<file path="config.mk">
export PLATFORM = sky130hd
export DESIGN_NAME = seq_encoder_flat
export DESIGN_NICKNAME = d
export VERILOG_FILES = /design/src/rtl/seq_encoder_if.sv /design/src/rtl/seq_encoder.sv /design/src/flat_wrapper.sv
export SDC_FILE = /design/constraint.sdc
export NUM_CORES = 1
export LEC_CHECK = 0
export BUFFER_PORTS_ARGS = -buffer_cell sky130_fd_sc_hd__buf_2
export CORE_AREA = 2 2 39 41
export DETAILED_ROUTE_END_ITERATION = 12
export DIE_AREA = 0 0 41 43
export PLACE_DENSITY = 0.59
export SLEW_MARGIN = 5
export SYNTH_ARGS = -nofsm -noshare
export SYNTH_HDL_FRONTEND = slang
export SYNTH_SLANG_ARGS = --single-unit
</file>
<file path="constraint.sdc">
create_clock -name clk -period 1.95 [get_ports clk]
set_input_delay 0.195 -clock clk [delete_from_list [all_inputs] [get_ports clk]]
set_output_delay 0.195 -clock clk [all_outputs]
set_load 0.01 [all_outputs]
</file>
<file path="src/rtl/seq_encoder_if.sv">
// Handshake bundle for seq_encoder: a vector-in channel and an index-out channel.
// The out_last signal exists only when ENC_LAST_EN is defined.
interface seq_encoder_if #(
  parameter int N = 4
);
  localparam int W = $clog2(N);

  logic [N-1:0] in_vec;
  logic         in_valid;
  logic         in_ready;
  logic [W-1:0] out_idx;
  logic         out_valid;
  logic         out_ready;
`ifdef ENC_LAST_EN
  logic         out_last;

  modport master (
    output in_vec, in_valid, out_ready,
    input  in_ready, out_idx, out_valid, out_last
  );

  modport slave (
    input  in_vec, in_valid, out_ready,
    output in_ready, out_idx, out_valid, out_last
  );
`else
  modport master (
    output in_vec, in_valid, out_ready,
    input  in_ready, out_idx, out_valid
  );

  modport slave (
    input  in_vec, in_valid, out_ready,
    output in_ready, out_idx, out_valid
  );
`endif
endinterface

</file>
<file path="src/rtl/seq_encoder.sv">
// Sequential multi-hot to binary encoder: emits one index per set bit, lowest first.
// Optional feature macro ENC_LAST_EN adds a registered out_last flag on the final index.
module seq_encoder #(
  parameter int N = 4
) (
  input  logic          clk,
  input  logic          rst_n,
  seq_encoder_if.slave  bus
);
  localparam int W = $clog2(N);

  typedef enum logic {
    IDLE,
    EMIT
  } state_e;

  state_e       state_q, state_d;
  logic [N-1:0] pending_q, pending_d;
  logic [W-1:0] idx_q, idx_d;
  logic         valid_q, valid_d;
  logic [N-1:0] remaining;
  logic         accept;
  logic         fire;
`ifdef ENC_LAST_EN
  logic         last_q, last_d;
`endif

  function automatic logic [W-1:0] lowestIdx(input logic [N-1:0] vec);
    lowestIdx = '0;
    for (int i = N - 1; i >= 0; i--) begin
      if (vec[i]) lowestIdx = W'(i);
    end
  endfunction

`ifdef ENC_LAST_EN
  function automatic logic isSingleBit(input logic [N-1:0] vec);
    isSingleBit = (vec != '0) && ((vec & (vec - N'(1))) == '0);
  endfunction
`endif

  // Bits still owed after the currently presented index is taken.
  assign remaining = pending_q & ~(N'(1) << idx_q);
  assign accept    = (state_q == IDLE) && bus.in_valid && (bus.in_vec != '0);
  assign fire      = valid_q && bus.out_ready;

  always_ff @(posedge clk) begin
    if (!rst_n) begin
      state_q   <= IDLE;
      pending_q <= '0;
      idx_q     <= '0;
      valid_q   <= 1'b0;
`ifdef ENC_LAST_EN
      last_q    <= 1'b0;
`endif
    end else begin
      state_q   <= state_d;
      pending_q <= pending_d;
      idx_q     <= idx_d;
      valid_q   <= valid_d;
`ifdef ENC_LAST_EN
      last_q    <= last_d;
`endif
    end
  end

  always_comb begin
    state_d = state_q;
    case (state_q)
      IDLE:    if (accept) state_d = EMIT;
      EMIT:    if (fire && (remaining == '0)) state_d = IDLE;
      default: state_d = IDLE;
    endcase
  end

  // An all-zero vector in IDLE is consumed without producing output.
  always_comb begin
    pending_d = pending_q;
    idx_d     = idx_q;
    valid_d   = valid_q;
`ifdef ENC_LAST_EN
    last_d    = last_q;
`endif
    case (state_q)
      IDLE: begin
        if (accept) begin
          pending_d = bus.in_vec;
          idx_d     = lowestIdx(bus.in_vec);
          valid_d   = 1'b1;
`ifdef ENC_LAST_EN
          last_d    = isSingleBit(bus.in_vec);
`endif
        end
      end
      EMIT: begin
        if (fire) begin
          pending_d = remaining;
          if (remaining == '0) begin
            valid_d = 1'b0;
`ifdef ENC_LAST_EN
            last_d  = 1'b0;
`endif
          end else begin
            idx_d   = lowestIdx(remaining);
`ifdef ENC_LAST_EN
            last_d  = isSingleBit(remaining);
`endif
          end
        end
      end
      default: begin
        valid_d = 1'b0;
      end
    endcase
  end

  assign bus.in_ready  = (state_q == IDLE);
  assign bus.out_idx   = idx_q;
  assign bus.out_valid = valid_q;
`ifdef ENC_LAST_EN
  assign bus.out_last  = last_q;
`endif

endmodule

</file>
<file path="src/flat_wrapper.sv">
// flat-port wrapper written by rule: the top's interface ports become plain ports
module seq_encoder_flat 
#(
  parameter int N = 4
)
  (clk, rst_n, bus_in_vec, bus_in_valid, bus_out_ready, bus_in_ready, bus_out_idx, bus_out_valid);
  seq_encoder_if #(.N(N)) bus_i ();
  input  logic clk;
  input  logic rst_n;
  input wire logic [$bits(bus_i.in_vec)-1:0] bus_in_vec;
  input wire logic [$bits(bus_i.in_valid)-1:0] bus_in_valid;
  input wire logic [$bits(bus_i.out_ready)-1:0] bus_out_ready;
  output wire logic [$bits(bus_i.in_ready)-1:0] bus_in_ready;
  output wire logic [$bits(bus_i.out_idx)-1:0] bus_out_idx;
  output wire logic [$bits(bus_i.out_valid)-1:0] bus_out_valid;
  assign bus_i.in_vec = bus_in_vec;
  assign bus_i.in_valid = bus_in_valid;
  assign bus_i.out_ready = bus_out_ready;
  assign bus_in_ready = bus_i.in_ready;
  assign bus_out_idx = bus_i.out_idx;
  assign bus_out_valid = bus_i.out_valid;
  seq_encoder #(.N(N)) u_core (.clk(clk), .rst_n(rst_n), .bus(bus_i));
endmodule
</file>
==> results of run 1 <==
[worst min path at each step]
stage	startpoint	end	slack [ns]	cells past startpoint
2_1_floorplan	bus_out_ready	u_core.bus.out_valid$_SDFFE_PN0P_	0.30	1
3_3_place_gp	bus_out_ready	u_core.bus.out_valid$_SDFFE_PN0P_	0.42	2
3_5_place_dp	bus_out_ready	u_core.bus.out_valid$_SDFFE_PN0P_	0.42	2
4_1_cts	bus_out_ready	u_core.bus.out_valid$_SDFFE_PN0P_	0.15	2
5_1_grt	bus_out_ready	u_core.bus.out_valid$_SDFFE_PN0P_	0.17	2
6_report	bus_out_ready	u_core.bus.out_valid$_SDFFE_PN0P_	0.15	2
[stage by stage]
step	instances	power, W
floorplan	72	0.000277
global placement	96	0.000312
detailed placement	96	0.000310
CTS	99	0.000444
global route	99	0.000465
finish	99	0.000439
[power by group through the flow]
| stage | sequential [W] | combinational [W] | clock [W] |
|---|---|---|---|
| 2_1_floorplan | 0.000193 | 0.0000834 | 0 |
| 3_3_place_gp | 0.000206 | 0.000105 | 0 |
| 3_5_place_dp | 0.000205 | 0.000105 | 0 |
| 4_1_cts | 0.000202 | 0.000106 | 0.000137 |
| 5_1_grt | 0.000205 | 0.000120 | 0.000140 |
| 6_report | 0.000202 | 0.000105 | 0.000132 |
[flip-flops by register name (all words and copies together), names as in the netlist]
| register | flops |
|---|---|
| u_core.pending_q | 4 |
| u_core.bus.out_valid | 1 |
| u_core.state_q | 1 |
| u_core.bus.out_idx | 2 |
[cell type report]
class                           count  area, um2  share of cell area, %
Tap cell                           16       20.0                   3.30
Clock buffer                        3       22.5                   3.71
Sequential cell                     8        160                   26.4
Multi-Input combinational cell     58        338                   55.7
Inverter                            3       11.3                   1.86
Timing Repair Buffer               11       55.1                   9.07
[cells by family (layout without fill, tap and decap cells)]
logic type / count (synthesis) / after routing / share of synthesized area [%]
AO/OA/AOI/OAI: 27 / 27 / 32.4
AND/OR/NAND/NOR: 29 / 29 / 28.5
flip-flops: 8 / 8 / 30.7
buffers and inverters: 6 / 17 / 4.56
multiplexers: 2 / 2 / 3.84
[routing by layer]
layer | wire [um] | global-route usage [%] | up-vias
li1 | - | - | 287
met1 | 607 | 23.2 | 244
met2 | 506 | 19.4 | 10
met3 | 50 | 3.14 | 2
met4 | 14 | 10.0 | 0
met5 | 0 | 0 | -
[placed cells by master, fill, tap and decap left out, types with 2 or more instances in the layout]
master    instances
buf_2            11
nand2_1           8
dfxtp_1           8
o21ai_0           8
clkbuf_4          3
nor4_1            3
nor2_1            7
a21oi_1           7
inv_1             3
nor2b_1           4
mux2i_1           2
a31oi_1           2
a21boi_0          4
==> metrics.md, run 1 <==
| Metric | Value |
|---|---|
| Clock tree from TritonCTS | yes |
| Placement Setup Slack | 0.368 ns |
| Root Driver | clkbuf_4 |
| Launching element of the worst setup path | u_core.bus.out_idx[1]$_SDFFE_PN0P_ |
| PostCTS Resize Cnt | 0 |
| Final period utilization | 80.8% |
| Vert. Die Dim | 43 um |
| Remaining global-route overflow | 0 |
| Relative contribution of the clock network to total power | 30.0% |
| Power share of the sequential group | 46.1% |
| Clock sink total | 8 |
| Area growth from synthesis to layout | 16.3% |
| Site row count | 14 |
| Critical path start-end classification | flop to flop |
| All-layer global routing usage | 15.6% |
| Routed length per placed instance | 11.9 um |
| RSZ-0062 raised after global routing | false |
| Fraction of synthesized cell area taken by the top area cell type | 30.7% |
| CP Depth | 4 |
| Number of H-tree branching levels | 1 |
| Worst Path Arrival | 1.77 ns |
| Area of the mapped netlist | 522 um2 |
| Power share of the combinational group | 23.9% |
| Worst reg2reg startpoint | u_core.bus.out_idx[1]$_SDFFE_PN0P_ |
| Maximum resistive drop on vdd | 327 uV |
| Int Power | slightly below 0.0003 W |
| Setup crit end | u_core.bus.out_idx[1]$_SDFFE_PN0P_ |
| Core outline area | 1380 um2 |
| Setup violation total in the final timing report | 0 |
| Detailed-router iteration count before antenna repair | 4 |
| Cell count after synthesis | 72 |
| Via count of the first global-routing pass | 431 |
| Die ar. | about 1800 um2 |
| Setup fix buffers added after clock tree synthesis | 0 |
| Depth of the worst register-to-register path | 4 |
| Post-route antenna net violation count | 0 |
| Share of async-settable or async-resettable flops after synthesis | 0% |
| Critical path's top delay family | compound AO/OA/AOI/OAI gates |
| Final Max Slew Viols | 0 |
| Final-report hold violation count | 0 |
| Horizontal die dimension | 41 um |
| CTS buffer count | 3 |
| Final weighted congestion in routability-driven placement | 0.675 |
| Cell area reported after detailed placement | 584 um2 |
| Count of cell types in the netlist | 26 |
| Maximum number of pins on one net before global-route repair | 13 |
| Combined buffer and inverter count along the critical path | 0 |
| Tightest hold margin | 0.152 ns |
| Initial cell density of the core | 37.7% |
| 1st-iter DRT viols | 13 |
| Max stage delay on crit path | about 0.42 ns |
| Overall routed net length | 1180 um |
| Final instance area | slightly above 600 um2 |
| Final net count | 93 |
| Number of storage elements in the synthesis netlist | 8 |
| Clk_skew | 0.00199 ns |
| Switching power of the nets | 0.000142 W |
| Maximum achievable frequency | approximately 0.63 GHz |
| Cell taking the most area after synthesis | dfxtp_1 |
| Count of yosys warnings during synthesis | 0 |
| Slew margin rel. | 74.1% |
| Count of flip-flops with a built-in enable after synthesis | 0 |
| Biggest fanout along the worst timing path | 12 |
| Clock transition at the registers of the reported paths | 0.05 ns |
| Via count | 543 |
| Switching fraction of total power | about a third |
| DRC violations left | 0 |
| Final Core Density | 43.9% |
| Portion of the post-synthesis area used by sequential elements | 30.7% |
| Global-route wire length before repair | 1830 um |
| Required time at the worst-slack endpoint | 2.14 ns |
| Number of filler instances in the final layout | 148 |
| Setup slack of the worst register-to-register path | 0.37 ns |
| Final Critical Period | 1.58 ns |
| Crit. End Element | flop |
| Insertion delay of the later-clocked pin in the worst-skew pair | about 0.26 ns |
| Clk buf depth | 2 |
| Capturing point of the worst reg2reg path | u_core.bus.out_idx[1]$_SDFFE_PN0P_ |
| Worst path cell trace | or3_1 -> o21bai_1 -> a31oi_1 -> mux2i_1 |
| Cell Pwr Density | 724 nW/um2 |
| Main flop type after synthesis | dfxtp_1 |
| Vias/cell | 5.48 |
| Antenna Cells | 0 |
| Fin Setup TNS | 0 ns |
| Most common library cells after synthesis | dfxtp_1 (8), nand2_1 (8), o21ai_0 (8) |
| Max-capacitance violation count | 0 |
| Net count after synthesis | 80 |
| Top area cells in the synthesized netlist | dfxtp_1 (31%), o21ai_0 (7.7%), a21oi_1 (6.7%) |
| Count of input and output buffers | 11 |
| CTS Hold Bufs | 0 |
| Least-Margin Pin Slew | around 0.39 ns |
| IO Pins | 12 |
| Per-instance average area after synthesis | between 7 and 8 um2 |
| Static leakage | 0.252 nW |
| Type of the worst min-delay path | primary input to flop |
| Status | complete, no violations |
| Share of cells above drive strength 1 | between 15 and 20% |
| Final HPWL DP | approximately 870 um |
| Setup WS post-layout | 0.374 ns |
| Critical-path top delay cell | or3_1 |
| Number of antenna violations at the first check in global routing | 0 |
| Startpoint types | flop |
Note: power is estimated with default switching activity, not from simulation.
==> inputs of run 2 (changes only) <==
--- a/config.mk
+++ b/config.mk
@@ -9,7 +9,7 @@
 export CORE_AREA = 2 2 39 41
 export DETAILED_ROUTE_END_ITERATION = 12
 export DIE_AREA = 0 0 41 43
-export PLACE_DENSITY = 0.59
+export PLACE_DENSITY = 0.61
 export SLEW_MARGIN = 5
 export SYNTH_ARGS = -nofsm -noshare
 export SYNTH_HDL_FRONTEND = slang
==> constraint.sdc (replaced) <==
create_clock -name clk -period 1.3 [get_ports clk]
set_input_delay 0.13 -clock clk [delete_from_list [all_inputs] [get_ports clk]]
set_output_delay 0.13 -clock clk [all_outputs]
set_load 0.01 [all_outputs]
==> run 2 against run 1 <==
The flow now finishes with violations (setup timing). Fmax grew 20%. Critical path depth is the same. Sequential share of layout area shrank 5.9 points. First-iteration DRC count grew 46%. Clock power grew 39%. Final cell count grew 17%. Core utilization grew 15 points. Final area grew 34%. Non-clock buffer count grew 17. Sequential power grew 45%.
==> metrics.md, run 2 (synthesized netlist as in run 1, its figures left out) <==
| Metric | Value |
|---|---|
| Status | complete, but fails checks (was complete, no violations) |
| Failing checks | setup timing |
| Slew margin rel. | 81.0% (was 74.1%) |
| Max FFs per register | 4 (unchanged) |
| IO Pins | 12 (unchanged) |
| Final-report hold violation count | 0 (unchanged) |
| CTS buffer count | 3 (unchanged) |
| Overall routed net length | 1390 um (was 1180 um) |
| Startpoint types | flop (unchanged) |
| Clock tree from TritonCTS | yes (unchanged) |
| Routed length per placed instance | 11.9 um (about the same) |
| Detailed-router iteration count before antenna repair | 4 (unchanged) |
| Root Driver | clkbuf_4 (unchanged) |
| Vias/cell | 5.37 (was 5.48) |
| Site row count | 14 (unchanged) |
| Type of the worst min-delay path | primary input to flop (unchanged) |
| Setup violation total in the final timing report | 2 (was 0) |
| Final net count | 110 (was 93) |
| Max stage delay on crit path | 0.39 ns (was 0.42 ns) |
| Most heavily used metal layer in global routing | met2 (was met1) |
| Final period utilization | 101% (was 80.8%) |
| Top library cells by usage in the layout, fill and taps aside | buf_4 (16), buf_2 (11), nand2_1 (8) (was buf_2 (11), nand2_1 (8), o21ai_0 (8), dfxtp_1 (8)) |
| Setup slack of the worst register-to-register path | -0.009 ns (was 0.37 ns) |
| Most common cell after layout, fill and taps aside | buf_4 (was buf_2) |
| Final Max Slew Viols | 0 (unchanged) |
| Max-capacitance violation count | 0 (unchanged) |
| Largest Register | u_core.pending_q (unchanged) |
| Clock transition at the registers of the reported paths | 0.05 ns (about the same) |
| Required time at the worst-slack endpoint | 1.48 ns (was 2.14 ns) |
| Tightest hold margin | 0.0984 ns (was 0.152 ns) |
| Number of H-tree branching levels | 1 (unchanged) |
| Critical path start-end classification | flop to flop (unchanged) |
| Maximum achievable frequency | 0.764 GHz (was 0.635 GHz) |
| Initial cell density of the core | 37.7% (unchanged) |
| Worst path cell trace | or3_4 -> o21bai_4 -> a31oi_4 -> mux2i_1 (was or3_1 -> o21bai_1 -> a31oi_1 -> mux2i_1) |
| Number of filler instances in the final layout | 134 (was 148) |
| Static leakage | 0.349 nW (was 0.252 nW) |
| Post-route antenna net violation count | 0 (unchanged) |
| Maximum number of pins on one net before global-route repair | 12 (was 13) |
| Number of antenna violations at the first check in global routing | 0 (unchanged) |
| Crit. End Element | flop (unchanged) |
| Final weighted congestion in routability-driven placement | 0.792 (was 0.675) |
| Least-Margin Pin Slew | 0.283 ns (was 0.388 ns) |
| Horizontal die dimension | 41 um (unchanged) |
| Die ar. | 1760 um2 (unchanged) |
| Clk buf depth | 2 (unchanged) |
| Placement Setup Slack | -0.174 ns (was 0.368 ns) |
| Cell Pwr Density | 945 nW/um2 (was 724 nW/um2) |
| Clock sink total | 8 (unchanged) |
| Setup WS post-layout | -0.00947 ns (was 0.374 ns) |
| Insertion delay of the later-clocked pin in the worst-skew pair | 0.25 ns (was 0.26 ns) |
| Global-route track usage on met2 | 31.9% (was 19.4%) |
| Final HPWL DP | 1100 um (was 867 um) |
| Worst Path Arrival | 1.49 ns (was 1.77 ns) |
| Core outline area | 1380 um2 (unchanged) |
| Maximum resistive drop on vdd | 539 uV (was 327 uV) |
| RSZ-0062 raised after global routing | true (was false) |
| Met3 global-route usage | 3.14% (unchanged) |
| Biggest fanout along the worst timing path | 2 (was 12) |
| Count of input and output buffers | 11 (unchanged) |
| Vert. Die Dim | 43 um (unchanged) |
| All-layer global routing usage | 19.4% (was 15.6%) |
| Setup fix buffers added after clock tree synthesis | 0 (unchanged) |
| Via count of the first global-routing pass | 585 (was 431) |
| Global routing usage on met1 | 23.5% (was 23.2%) |
| Remaining global-route overflow | 0 (unchanged) |
| 1st-iter DRT viols | 19 (was 13) |
| Share of cells above drive strength 1 | 46.0% (was 19.3%) |
| Clk_skew | 0.00297 ns (was 0.00199 ns) |
| Final Critical Period | 1.31 ns (was 1.58 ns) |
| Global-route wire length before repair | 2350 um (was 1830 um) |
| Via count | 623 (was 543) |
| Area growth from synthesis to layout | 55.4% (was 16.3%) |
| DRC violations left | 0 (unchanged) |
| Antenna Cells | 0 (unchanged) |
| Critical-path top delay cell | or3_4 (was or3_1) |
run 2: what timing repair did:
| item | CTS | global route |
|---|---|---|
| setup endpoints to repair | 2 | 6 |
| resized for setup | 9 | 6 |
| pin swaps | 2 | 1 |
| gates cloned | 0 | 0 |
| hold buffers | 0 | 0 |
run 2: layout make-up:
type | instances | area [um2] | area share (%)
timing repair buffer | 28 | 186 | 23.0
multi-input combinational | 58 | 404 | 49.8
sequential | 8 | 166 | 20.5
tap | 16 | 20.0 | 2.47
clock buffer | 3 | 22.5 | 2.78
inverter | 3 | 11.3 | 1.39
run 2: metal layers:
layer,part of all wire (%),routed length [um],vias up
li1,-,-,319
met1,43,598,283
met2,52,715,19
met3,4.2,58,2
met4,1.0,14,0
met5,0,0,-
run 2: worst paths after layout:
check,endpoint,start,cells past startpoint
max reg2reg,u_core.bus.out_idx[1]$_SDFFE_PN0P_,u_core.pending_q[2]$_SDFFE_PN0P_,4
max,u_core.bus.out_idx[1]$_SDFFE_PN0P_,u_core.pending_q[2]$_SDFFE_PN0P_,4
min,u_core.bus.out_valid$_SDFFE_PN0P_,bus_out_ready,2
min reg2reg,u_core.state_q$_SDFF_PN0_,u_core.bus.out_valid$_SDFFE_PN0P_,3
run 2: through the flow:
stage / cells / total power (W) / TNS [ns] / util [%] / area [um2]
floorplan: 72 / 0.000421 / -0.0725 / - / 532
global placement: 113 / 0.000531 / -0.874 / 51.9 / 718
detailed placement: 113 / 0.000533 / -0.961 / 51.9 / 718
CTS: 116 / 0.000761 / -0.0266 / 57.2 / 792
global route: 116 / 0.000818 / -0.0950 / 58.6 / 811
finish: 116 / 0.000766 / -0.0182 / 58.6 / 811
run 2: where the power goes:
part	internal [W]	switching, W	leakage [nW]	total (W)
Clock	0.000105	0.0000780	0.0138	0.000183
Sequential	0.000268	0.0000251	0.0674	0.000293
Combinational	0.000155	0.000135	0.268	0.000290
Total	0.000528	0.000238	0.349	0.000766
run 2: critical path: cells and delay by family (launching register included):
| family | cells | cell delay, ns |
|---|---|---|
| and+or+nand+nor | 1 | 0.39 |
| AOI/OAI and AO/OA | 2 | 0.35 |
| DFF | 1 | 0.31 |
| muxes | 1 | 0.19 |
